File: src/rtl/alu_top.sv
// 32-bit ADD/SUB/AND/OR ALU with {N,Z,C,V} flags. Result and flags are combinational
// (zero latency), and a registered copy is provided one cycle later. No backpressure.
module alu_top (
    input  logic        clk,
    input  logic        rst,
    input  logic [31:0] A,
    input  logic [31:0] B,
    input  logic [1:0]  ALUOp,
    output logic [31:0] Result,
    output logic [3:0]  ALUFlags,
    output logic [31:0] Result_q,
    output logic [3:0]  ALUFlags_q
);

    logic [31:0] b_eff;
    logic [31:0] sum;
    logic        carry_out;
    logic [31:0] Result_d;
    logic [3:0]  ALUFlags_d;

    // SUB reuses the adder: B is inverted and carry-in is 1 when ALUOp[0] is set.
    assign b_eff = B ^ {32{ALUOp[0]}};

    // Each stage has its own carry signals so the ripple chain never loops back into a single vector.
    for (genvar i = 0; i < 32; i++) begin : g_fa
        logic cin;
        logic cout;
        logic axb;
        logic gen;
        logic prop;

        if (i == 0) begin : g_cin0
            assign cin = ALUOp[0];
        end else begin : g_cinn
            assign cin = g_fa[i-1].cout;
        end

        xor u_x1 (axb, A[i], b_eff[i]);
        xor u_x2 (sum[i], axb, cin);
        and u_a1 (gen, A[i], b_eff[i]);
        and u_a2 (prop, axb, cin);
        or  u_o1 (cout, gen, prop);
    end

    assign carry_out = g_fa[31].cout;

    always_comb begin
        Result   = sum;
        ALUFlags = 4'b0000;
        if (ALUOp[1]) begin
            Result      = ALUOp[0] ? (A | B) : (A & B);
        end else begin
            ALUFlags[1] = carry_out;
            // b_eff already carries the SUB inversion, so one overflow equation covers both ops.
            ALUFlags[0] = ~(A[31] ^ b_eff[31]) & (A[31] ^ sum[31]);
        end
        ALUFlags[3] = Result[31];
        ALUFlags[2] = (Result == 32'h0);
    end

    always_comb begin
        Result_d   = Result;
        ALUFlags_d = ALUFlags;
    end

    always_ff @(posedge clk or posedge rst) begin
        if (rst) begin
            Result_q   <= 32'h0;
            ALUFlags_q <= 4'b0000;
        end else begin
            Result_q   <= Result_d;
            ALUFlags_q <= ALUFlags_d;
        end
    end

endmodule

File: config.mk
export PLATFORM = sky130hd
export DESIGN_NAME = alu_top
export DESIGN_NICKNAME = d
export VERILOG_FILES = /design/src/rtl/alu_top.sv
export SDC_FILE = /design/constraint.sdc
export NUM_CORES = 1
export LEC_CHECK = 0
export CORE_ASPECT_RATIO = 1.5
export CORE_MARGIN = 5
export CORE_UTILIZATION = 45
export CTS_CLUSTER_DIAMETER = 80
export DETAILED_ROUTE_END_ITERATION = 16
export DONT_BUFFER_PORTS = 1
export GPL_ROUTABILITY_DRIVEN = 0
export GPL_TIMING_DRIVEN = 1
export PLACE_DENSITY = 0.63
export RECOVER_POWER = 50
export SKIP_CTS_REPAIR_TIMING = 1
export SLEW_MARGIN = 0
export SYNTH_ARGS = -nofsm -noshare
export SYNTH_HDL_FRONTEND = slang
export SYNTH_SLANG_ARGS = --single-unit
File: constraint.sdc
create_clock -name clk -period 26.7 [get_ports clk]
set_input_delay 6.675 -clock clk [delete_from_list [all_inputs] [get_ports clk]]
set_output_delay 6.675 -clock clk [all_outputs]
set_load 0.1 [all_outputs]
==> results of run 1 <==
==> power by group through the flow <==
stage | logic (mW) | clock network, mW | registers (mW)
6_report | 0.141 | 0.0424 | 0.136
2_1_floorplan | 0.119 | 0 | 0.134
4_1_cts | 0.143 | 0.0438 | 0.136
5_1_grt | 0.152 | 0.0453 | 0.137
3_5_place_dp | 0.143 | 0 | 0.137
3_3_place_gp | 0.141 | 0 | 0.137
==> Yosys cell counts <==
cell type,instances
dfrtp_1,35
inv_1,35
nand2_1,32
o21ai_0,32
fa_1,31
a31oi_1,30
xnor2_1,29
nor2b_1,23
and2b_1,7
nor4_1,6
buf_2,5
buf_6,5
buf_4,4
xor2_1,3
or4_1,2
a21oi_1,1
a31oi_2,1
buf_12,1
clkbuf_1,1
ha_1,1
nand4_1,1
nor2_1,1
nor3_1,1
nor4_2,1
o21ai_1,1
o22ai_1,1
or2_2,1
==> final timing paths <==
kind	start	slack [ns]	end
max	ALUOp[0]	0.31	ALUFlags[2]
min	ALUOp[1]	6.76	ALUFlags_q[1]$_DFF_PP0_
max in group asynchronous	rst	18.59	ALUFlags_q[3]$_DFF_PP0_
min in group asynchronous	rst	6.92	Result_q[30]$_DFF_PP0_
==> metrics by stage <==
stage          instance area, um^2  setup slack (ns)
2_1_floorplan                 2970           -0.4385
3_3_place_gp                  3390            0.3022
3_5_place_dp                  3390            0.1134
4_1_cts                       3490           0.07982
5_1_grt                       3492           -0.1978
6_report                      3492            0.3145
==> per-layer routing <==
metal	up-vias	wire [um]
li1	1000	-
met1	1025	2033
met2	82	4125
met3	11	820
met4	0	113
met5	-	0
==> cell families (layout without fill, tap and decap cells) <==
logic type	Yosys count	after routing
AO/OA/AOI/OAI	66	66
flip-flops	35	35
buffers and inverters	51	80
AND/OR/NAND/NOR	75	75
XOR/XNOR	32	32
adder cells (fa/ha/maj)	32	32
==> final cells by class <==
class | instances | area, um^2
well taps | 74 | 92.59
inverters | 35 | 131.4
flip-flops and latches | 35 | 877.1
fillers | 537 | 2639
multi-input cells | 205 | 2008
repair buffers | 37 | 282.8
clock buffers | 8 | 100.1
==> flip-flops by register name, summed over array words and instances, names as in the netlist <==
signal,flops
ALUFlags_q,4
Result_q,31
==> flow_metrics.py, run 1 <==
metrics = {
    "synth": {
        "syn_area_per_cell_um2": 9.743,
        "synth_xor_xnor_area_share": 0.09885,
        "synth_top_family_by_area": "adder cells",
        "synth_area_leaders": "dfrtp_1, fa_1, xnor2_1",
        "synthDistinctLibCells": 27,
        "synth-seq-cells": 35,
        "synth_compound_area_frac": 0.1328,
        "synthAdderAreaFrac": 0.2233,
        "synthMuxAreaShare": 0,
        "syn_nets": 391,
        "synth_top_cell_by_area": "dfrtp_1",
        "synth_warnings": 0,
        "synth.yosys.seq_area_share": 0.3089,
        "synthCells": 291,
        "synth.top_cell.area_share": 0.3089,
        "synthSimpleGateAreaFrac": 0.1421,
        "syn_area_um2": 2835,
    },
    "setup_path": {
        "crit_cells": 40,
        "crit_family": "adder cells",
        "crit_top_cell": "fa_2",
        "worstPathMaxFanout": 64,
        "end_kind": "output pin",
        "path_buf_inv": 3,
        "slowest_delay_ns": 0.53,
        "required_ns": 20.02,
        "start_kind": "input port",
        "worst-setup-path-type": "in2out",
        "critPathArrivalTime_ns": 19.71,
        "crit_path_top_delay_cell": "fa_1",
    },
    "routing": {
        "vias": 2118,
        "first_pass_iters": 4,
        "drtIter0Drc": 69,
        "ant_nets": 0,
        "viasPerCell": 5.376,
        "finalWirelength_um": 7093,
        "drc": 0,
        "wl_per_cell_um": 18.00,
    },
    "clock_tree": {
        "htreeDepth": 2,
        "clock-sinks": 35,
        "tritoncts": "built",
        "clkTransAtPathRegs_ns": 0.07,
        "cts_inserted_buffers": 5,
        "clock_tree.root_cell": "clkbuf_8",
        "clock_path_buffers": 2,
    },
    "status": {
        "status": "finished with violations",
        "violations": "max-capacitance violations, max-slew violations",
    },
    "die": {
        "fp.dieW_um": 74.81,
        "fp.dieArea_um2": 8021,
        "ios": 140,
        "row_count": 35,
        "core_um2": 6131,
        "die_h_um": 107.2,
        "start_util": 0.4624,
    },
    "timing": {
        "tns_ns": 0,
        "finalCritPeriodShare": 0.9882,
        "finalHoldViolations": 0,
        "clock.fmax_mhz": 37.90,
        "maxSlewHeadroom": -0.2174,
        "worstMarginPinSlew_ns": 1.826,
        "drv_slew": 36,
        "post-route-min-period_ns": 26.39,
        "rsz0062_at_grt": "true",
        "finalSetupViolCount": 0,
        "whs_ns": 6.761,
    },
    "finish": {
        "fin_nets": 419,
        "syn_to_final_growth_pct": 23.17,
        "final_common_cell": "inv_1",
        "layout_common_cells": "inv_1, dfrtp_1, buf_4",
        "drive_gt1_frac": 0.3469,
        "diodes": 0,
        "final_cells": 394,
        "utilization": 0.5696,
    },
    "pwr": {
        "swShare": 0.6166,
        "power_density_nw_per_um2": 91.36,
        "intPower_uw": 122.3,
        "ir_drop_mv": 0.04249,
        "power_uw": 319.0,
        "clkPwrFrac": 0.133,
        "pwr-share-seq": 0.425,
        "pwr-share-comb": 0.442,
        "leakagePower_nw": 1.379,
        "p_sw_uw": 196.7,
    },
    "global_route": {
        "grt_use_met1": 0.1791,
        "top_usage_layer": "met2",
        "grt_pass1_vias": 2314,
        "grt_pass1_wl_um": 11530,
        "use_met3": 0.07129,
        "track_usage": 0.1885,
        "grt_use_met2": 0.3572,
        "globalRouteOverflowTotal": 0,
        "antenna_found_initial": 0,
        "grt_max_degree": 67,
    },
    "placement": {
        "dpl.cell_count": 386,
        "dp_hpwl_um": 5876,
        "numPortBuffers": 0,
    },
    "run": {
        "maxCapViolCount": 1,
    },
    "worst_hold_path": {
        "hold_path_depth": 2,
        "hp-class": "in2reg",
    },
}
Power figures use the tool's default switching activity.
==> inputs of run 2 (changes only) <==
Settings changed: CAP_MARGIN set to 10, PLACE_DENSITY 0.63 to 0.61.
Clock period 26.7 ns to 31.1 ns, I/O delays scaled along.
==> run 2 against run 1 <==
  * The flow still finishes with violations (max-capacitance violations, max-slew violations)
  * Sequential share of layout area increased by 0.80 points
  * Sequential cell count did not move
  * Hold slack gained 0.72 ns
  * Non-clock buffer count unchanged
  * Worst setup slack better by 0.43 ns
  * Utilization down 1.8 points
  * Final cell count is 0.51% lower
  * Via count increased by 2.1%
  * Total power shrank 17%
  * Count of clock-buffer cells in the layout decreased by 2
  * Largest power group unchanged
==> flow_metrics.py, run 2 (synthesis results as in run 1) <==
metrics = {
    "status": {
        "status": "finished with violations",
        "violations": "max-capacitance violations, max-slew violations",
    },
    "routing": {
        "wl_per_cell_um": 17.83,
        "drc": 0,
        "finalWirelength_um": 6989,
        "drtIter0Drc": 77,
        "first_pass_iters": 4,
        "ant_nets": 0,
        "vias": 2162,
        "viasPerCell": 5.515,
    },
    "die": {
        "die_h_um": 107.2,
        "fp.dieW_um": 74.81,
        "fp.dieArea_um2": 8021,
        "core_um2": 6131,
        "row_count": 35,
        "ios": 140,
        "start_util": 0.4624,
    },
    "global_route": {
        "grt_max_degree": 67,
        "grt_pass1_wl_um": 11050,
        "globalRouteOverflowTotal": 0,
        "grt_pass1_vias": 2272,
        "track_usage": 0.1814,
        "antenna_found_initial": 0,
    },
    "timing": {
        "drv_slew": 3,
        "rsz0062_at_grt": "false",
        "maxSlewHeadroom": -0.6786,
        "post-route-min-period_ns": 30.36,
        "worstMarginPinSlew_ns": 2.506,
        "finalSetupViolCount": 0,
        "finalCritPeriodShare": 0.9761,
        "tns_ns": 0,
        "finalHoldViolations": 0,
        "clock.fmax_mhz": 32.94,
    },
    "placement": {
        "numPortBuffers": 0,
        "dp_hpwl_um": 5838,
    },
    "setup_path": {
        "required_ns": 23.33,
        "critPathArrivalTime_ns": 22.58,
        "cp-endpoint": "ALUFlags[2]",
        "slowest_delay_ns": 0.57,
        "worst-setup-path-type": "in2out",
        "end_kind": "output pin",
        "crit_path_top_delay_cell": "fa_1",
        "start_kind": "input port",
        "cp-startpoint": "ALUOp[0]",
        "crit_top_cell": "fa_1",
        "worstPathMaxFanout": 64,
    },
    "clock_tree": {
        "cts_inserted_buffers": 5,
        "htreeDepth": 2,
        "clkTransAtPathRegs_ns": 0.06,
        "clock-sinks": 35,
        "clock_path_buffers": 2,
        "clock_tree.root_cell": "clkbuf_8",
        "tritoncts": "built",
    },
    "finish": {
        "syn_to_final_growth_pct": 19.37,
        "final_common_cell": "inv_1",
        "fin_nets": 419,
        "diodes": 0,
        "fillCellCount": 573,
        "top_regs": "Result_q: 31 flops, ALUFlags_q: 4 flops",
        "largest-register": "Result_q",
        "layout_common_cells": "inv_1, dfrtp_1, nand2_1, buf_4",
        "drive_gt1_frac": 0.2358,
        "largest_register_ff_count": 31,
    },
    "pwr": {
        "leakagePower_nw": 1.386,
        "power_density_nw_per_um2": 78.43,
        "power_uw": 265.4,
        "ir_drop_mv": 0.03066,
    },
    "worst_hold_path": {
        "hp-class": "in2async",
    },
    "run": {
        "maxCapViolCount": 1,
    },
}
[run 2: cell type report]
type | count | area (um^2) | share of cell area
clock buffer | 6 | 72.57 | 0.02144
inverter | 35 | 131.4 | 0.03882
multi-input combinational | 205 | 1912 | 0.5649
sequential | 35 | 877.1 | 0.2591
tap | 74 | 92.59 | 0.02736
timing repair buffer | 37 | 299.0 | 0.08835
[run 2: per-stage QoR]
step / util / instances / cell area (um^2) / hold slack (ns) / worst slack [ns]
6_report: 0.5520 / 392 / 3385 / 7.477 / 0.7429
5_1_grt: 0.5520 / 392 / 3385 / 7.523 / 0.1271
4_1_cts: 0.5557 / 392 / 3407 / 7.494 / 0.4641
3_5_place_dp: 0.5439 / 386 / 3334 / 7.795 / 0.5052
3_3_place_gp: 0.5388 / 384 / 3303 / 7.771 / 0.6110
2_1_floorplan: - / 291 / 2855 / 7.929 / -0.1137
[run 2: metal layers]
metal	part of all wire	global-route usage	wire (um)	vias up
li1	-	-	-	1000
met1	0.31	0.1884	2180	1048
met2	0.55	0.3126	3844	100
met3	0.11	0.07223	758	14
met4	0.029	0.08015	206	0
met5	0	0	0	-
[run 2: power by group]
group	leakage, nW	switching, mW	total [mW]	internal (mW)
sequential	0.401	0.0647	0.117	0.0521
clock	0.0371	0.0145	0.0294	0.0149
combinational	0.948	0.0876	0.119	0.0317
[run 2: worst max-delay path: cells and delay by family]
| family | cells | cell delay (ns) |
|---|---|---|
| AND/OR/NAND/NOR | 4 | 0.86 |
| adder cells (fa/ha/maj) | 31 | 13.35 |
| buffers and inverters | 3 | 0.32 |
| AO/OA/AOI/OAI | 2 | 0.24 |
[run 2: how the worst min path moves through the flow]
| stage | from | to | slack (ns) | cells past startpoint |
|---|---|---|---|---|
| after floorplan | rst | ALUFlags_q[0]$_DFF_PP0_ | 7.93 | 1 |
| after global placement | rst | ALUFlags_q[0]$_DFF_PP0_ | 7.77 | 1 |
| after detailed placement | rst | Result_q[9]$_DFF_PP0_ | 7.80 | 1 |
| after CTS | rst | Result_q[9]$_DFF_PP0_ | 7.49 | 1 |
| after global routing | rst | Result_q[9]$_DFF_PP0_ | 7.52 | 1 |
| final | rst | Result_q[9]$_DFF_PP0_ | 7.48 | 1 |
==> inputs of run 3 (changes only) <==
--- a/config.mk
+++ b/config.mk
@@ -6,4 +6,5 @@
 export NUM_CORES = 1
 export LEC_CHECK = 0
+export ABC_AREA = 1
 export CAP_MARGIN = 10
 export CORE_ASPECT_RATIO = 1.5
@@ -17,4 +18,5 @@
 export PLACE_DENSITY = 0.61
 export RECOVER_POWER = 50
+export SETUP_SLACK_MARGIN = 0.05
 export SKIP_CTS_REPAIR_TIMING = 1
 export SLEW_MARGIN = 0
==> constraint.sdc (replaced) <==
create_clock -name clk -period 31.1 [get_ports clk]
set_input_delay 3.11 -clock clk [delete_from_list [all_inputs] [get_ports clk]]
set_output_delay 3.11 -clock clk [all_outputs]
set_load 0.1 [all_outputs]
==> run 3 against run 2 <==
  * The run still ends with max-capacitance violations, max-slew violations left
  * Sequential cell count did not move
  * First-iteration DRC count grew 6.5%
  * Sequential share of layout area grew 2.5 points
  * Hold slack lost 4.4 ns
==> flow_metrics.py, run 3 <==
metrics = {
    "routing": {
        "viasPerCell": 4.904,
        "drtIter0Drc": 82,
        "drc": 0,
        "first_pass_iters": 4,
        "wl_per_cell_um": 15.07,
        "finalWirelength_um": 7067,
        "vias": 2300,
        "ant_nets": 0,
    },
    "timing": {
        "worstMarginPinSlew_ns": 1.910,
        "finalCritPeriodShare": 0.7440,
        "maxSlewHeadroom": -0.2732,
        "post-route-min-period_ns": 23.14,
        "rsz0062_at_grt": "false",
        "drv_slew": 37,
        "clock.fmax_mhz": 43.22,
        "finalSetupViolCount": 0,
        "tns_ns": 0,
        "finalHoldViolations": 0,
    },
    "synth": {
        "synth.top_cell.area_share": 0.2956,
        "ys_async_sr_fraction": 1.000,
        "synth.yosys.seq_area_share": 0.2956,
        "syn_area_per_cell_um2": 7.426,
        "syn_area_um2": 2963,
        "syn_nets": 499,
        "synth_common_cells": "nand2_1, inv_1, dfrtp_1, fa_1, nor2_1",
        "synth-seq-cells": 35,
        "synthDistinctLibCells": 22,
        "synth_most_common_cell": "nand2_1",
        "synth_warnings": 0,
        "synth_edf_count": 0,
        "synth_top_cell_by_area": "dfrtp_1",
        "synthCells": 399,
        "synth_area_leaders": "dfrtp_1, fa_1, nand2_1",
        "synthFlopType": "dfrtp_1",
    },
    "setup_path": {
        "crit_top_cell": "fa_1",
        "start_kind": "input port",
        "slowest_delay_ns": 0.85,
        "critPathArrivalTime_ns": 20.03,
        "worstPathMaxFanout": 41,
        "end_kind": "output pin",
        "cp-startpoint": "ALUOp[0]",
        "cp-endpoint": "ALUFlags[2]",
        "crit_path_top_delay_cell": "nor2_2",
        "required_ns": 27.99,
        "worst-setup-path-type": "in2out",
    },
    "clock_tree": {
        "clock-sinks": 35,
        "clock_path_buffers": 2,
        "clock_tree.root_cell": "clkbuf_8",
        "tritoncts": "built",
        "clkTransAtPathRegs_ns": 0.07,
        "htreeDepth": 2,
        "cts_inserted_buffers": 5,
    },
    "finish": {
        "layout_common_cells": "nand2_1, inv_1, dfrtp_1",
        "syn_to_final_growth_pct": 4.012,
        "utilization": 0.4784,
        "fin_nets": 492,
        "fillCellCount": 653,
        "top_regs": "Result_q: 31 flops, ALUFlags_q: 4 flops",
        "largest_register_ff_count": 31,
        "final_cell_area_um2": 3082,
        "drive_gt1_frac": 0.1272,
        "final_common_cell": "nand2_1",
        "diodes": 0,
        "largest-register": "Result_q",
    },
    "die": {
        "core_um2": 6441,
        "fp.dieArea_um2": 8340,
        "die_h_um": 109.4,
        "fp.dieW_um": 76.25,
        "row_count": 36,
        "ios": 140,
        "start_util": 0.4600,
    },
    "status": {
        "violations": "max-capacitance violations, max-slew violations",
        "status": "finished with violations",
    },
    "run": {
        "maxCapViolCount": 2,
    },
    "global_route": {
        "grt_use_met1": 0.1773,
        "globalRouteOverflowTotal": 0,
        "grt_use_met2": 0.3192,
        "grt_pass1_vias": 2380,
        "use_met3": 0.05246,
        "antenna_found_initial": 0,
        "grt_max_degree": 65,
        "grt_pass1_wl_um": 11280,
        "track_usage": 0.1707,
        "top_usage_layer": "met2",
    },
    "placement": {
        "postPlaceCellArea_um2": 3007,
        "numPortBuffers": 0,
        "dp_hpwl_um": 5649,
    },
    "worst_hold_path": {
        "hp-class": "in2reg",
        "hold_start": "A[31]",
    },
    "pwr": {
        "leakagePower_nw": 1.717,
        "power_uw": 237.8,
        "power_density_nw_per_um2": 77.15,
        "ir_drop_mv": 0.02783,
    },
}
## run 3: changes by cell type after synthesis, sizes merged, moves of 27 or more
cell / before / now
a31oi: 31 / 0
nor2: 1 / 31
or2: 1 / 28
inv: 35 / 64
nand3: 0 / 27
nand2: 32 / 148
## run 3: kinds of logic after synthesis
logic type | synth area share
AND/OR/NAND/NOR | 0.3366
AO/OA/AOI/OAI | 0.02618
buffers and inverters | 0.1191
adder cells (fa/ha/maj) | 0.2137
XOR/XNOR | 0.008870
flip-flops | 0.2956
## run 3: metrics by stage
step | hold slack (ns) | std cells | setup WS (ns)
4_1_cts | 2.810 | 469 | 8.832
3_5_place_dp | 3.136 | 461 | 8.851
6_report | 3.092 | 469 | 7.961
3_3_place_gp | 3.123 | 461 | 9.080
5_1_grt | 3.074 | 469 | 6.975
2_1_floorplan | 3.264 | 399 | 9.137
## run 3: worst min path at each step
stage | to | slack (ns) | depth (start not counted)
floorplan | ALUFlags_q[0]$_DFF_PP0_ | 3.26 | 1
global placement | Result_q[11]$_DFF_PP0_ | 3.12 | 2
detailed placement | Result_q[11]$_DFF_PP0_ | 3.14 | 2
CTS | Result_q[22]$_DFF_PP0_ | 2.81 | 2
global route | ALUFlags_q[0]$_DFF_PP0_ | 3.07 | 1
finish | ALUFlags_q[0]$_DFF_PP0_ | 3.09 | 1
## run 3: per-layer routing
metal  wire length (um)  vias to the layer above
met4                134                        0
met3                604                        9
li1                   -                     1156
met2               3842                       81
met5                  0                        -
met1               2485                     1054
## run 3: worst max-delay path, delay by kind of cell
| family | cells | cell delay (ns) |
|---|---|---|
| fa+ha+maj | 31 | 13.25 |
| simple gates | 7 | 2.10 |
| buf+inv | 3 | 0.92 |
| compound gates | 1 | 0.62 |
## run 3: layout make-up
type | instances | area [um^2] | area share
multi-input cells | 284 | 1777 | 0.5765
flip-flops and latches | 35 | 875.8 | 0.2842
inverters | 64 | 241.5 | 0.07836
well taps | 76 | 95.09 | 0.03086
clock buffers | 7 | 76.32 | 0.02477
repair buffers | 2 | 11.26 | 0.003654
clock inverters | 1 | 5.005 | 0.001624
## run 3: where the power goes
| part | leakage, nW | switching (mW) | internal, mW | total, mW |
|---|---|---|---|---|
| clock | 0.0422 | 0.0168 | 0.0157 | 0.0325 |
| combinational | 1.25 | 0.0795 | 0.0162 | 0.0957 |
| sequential | 0.424 | 0.0580 | 0.0515 | 0.110 |
| total | 1.72 | 0.154 | 0.0835 | 0.238 |
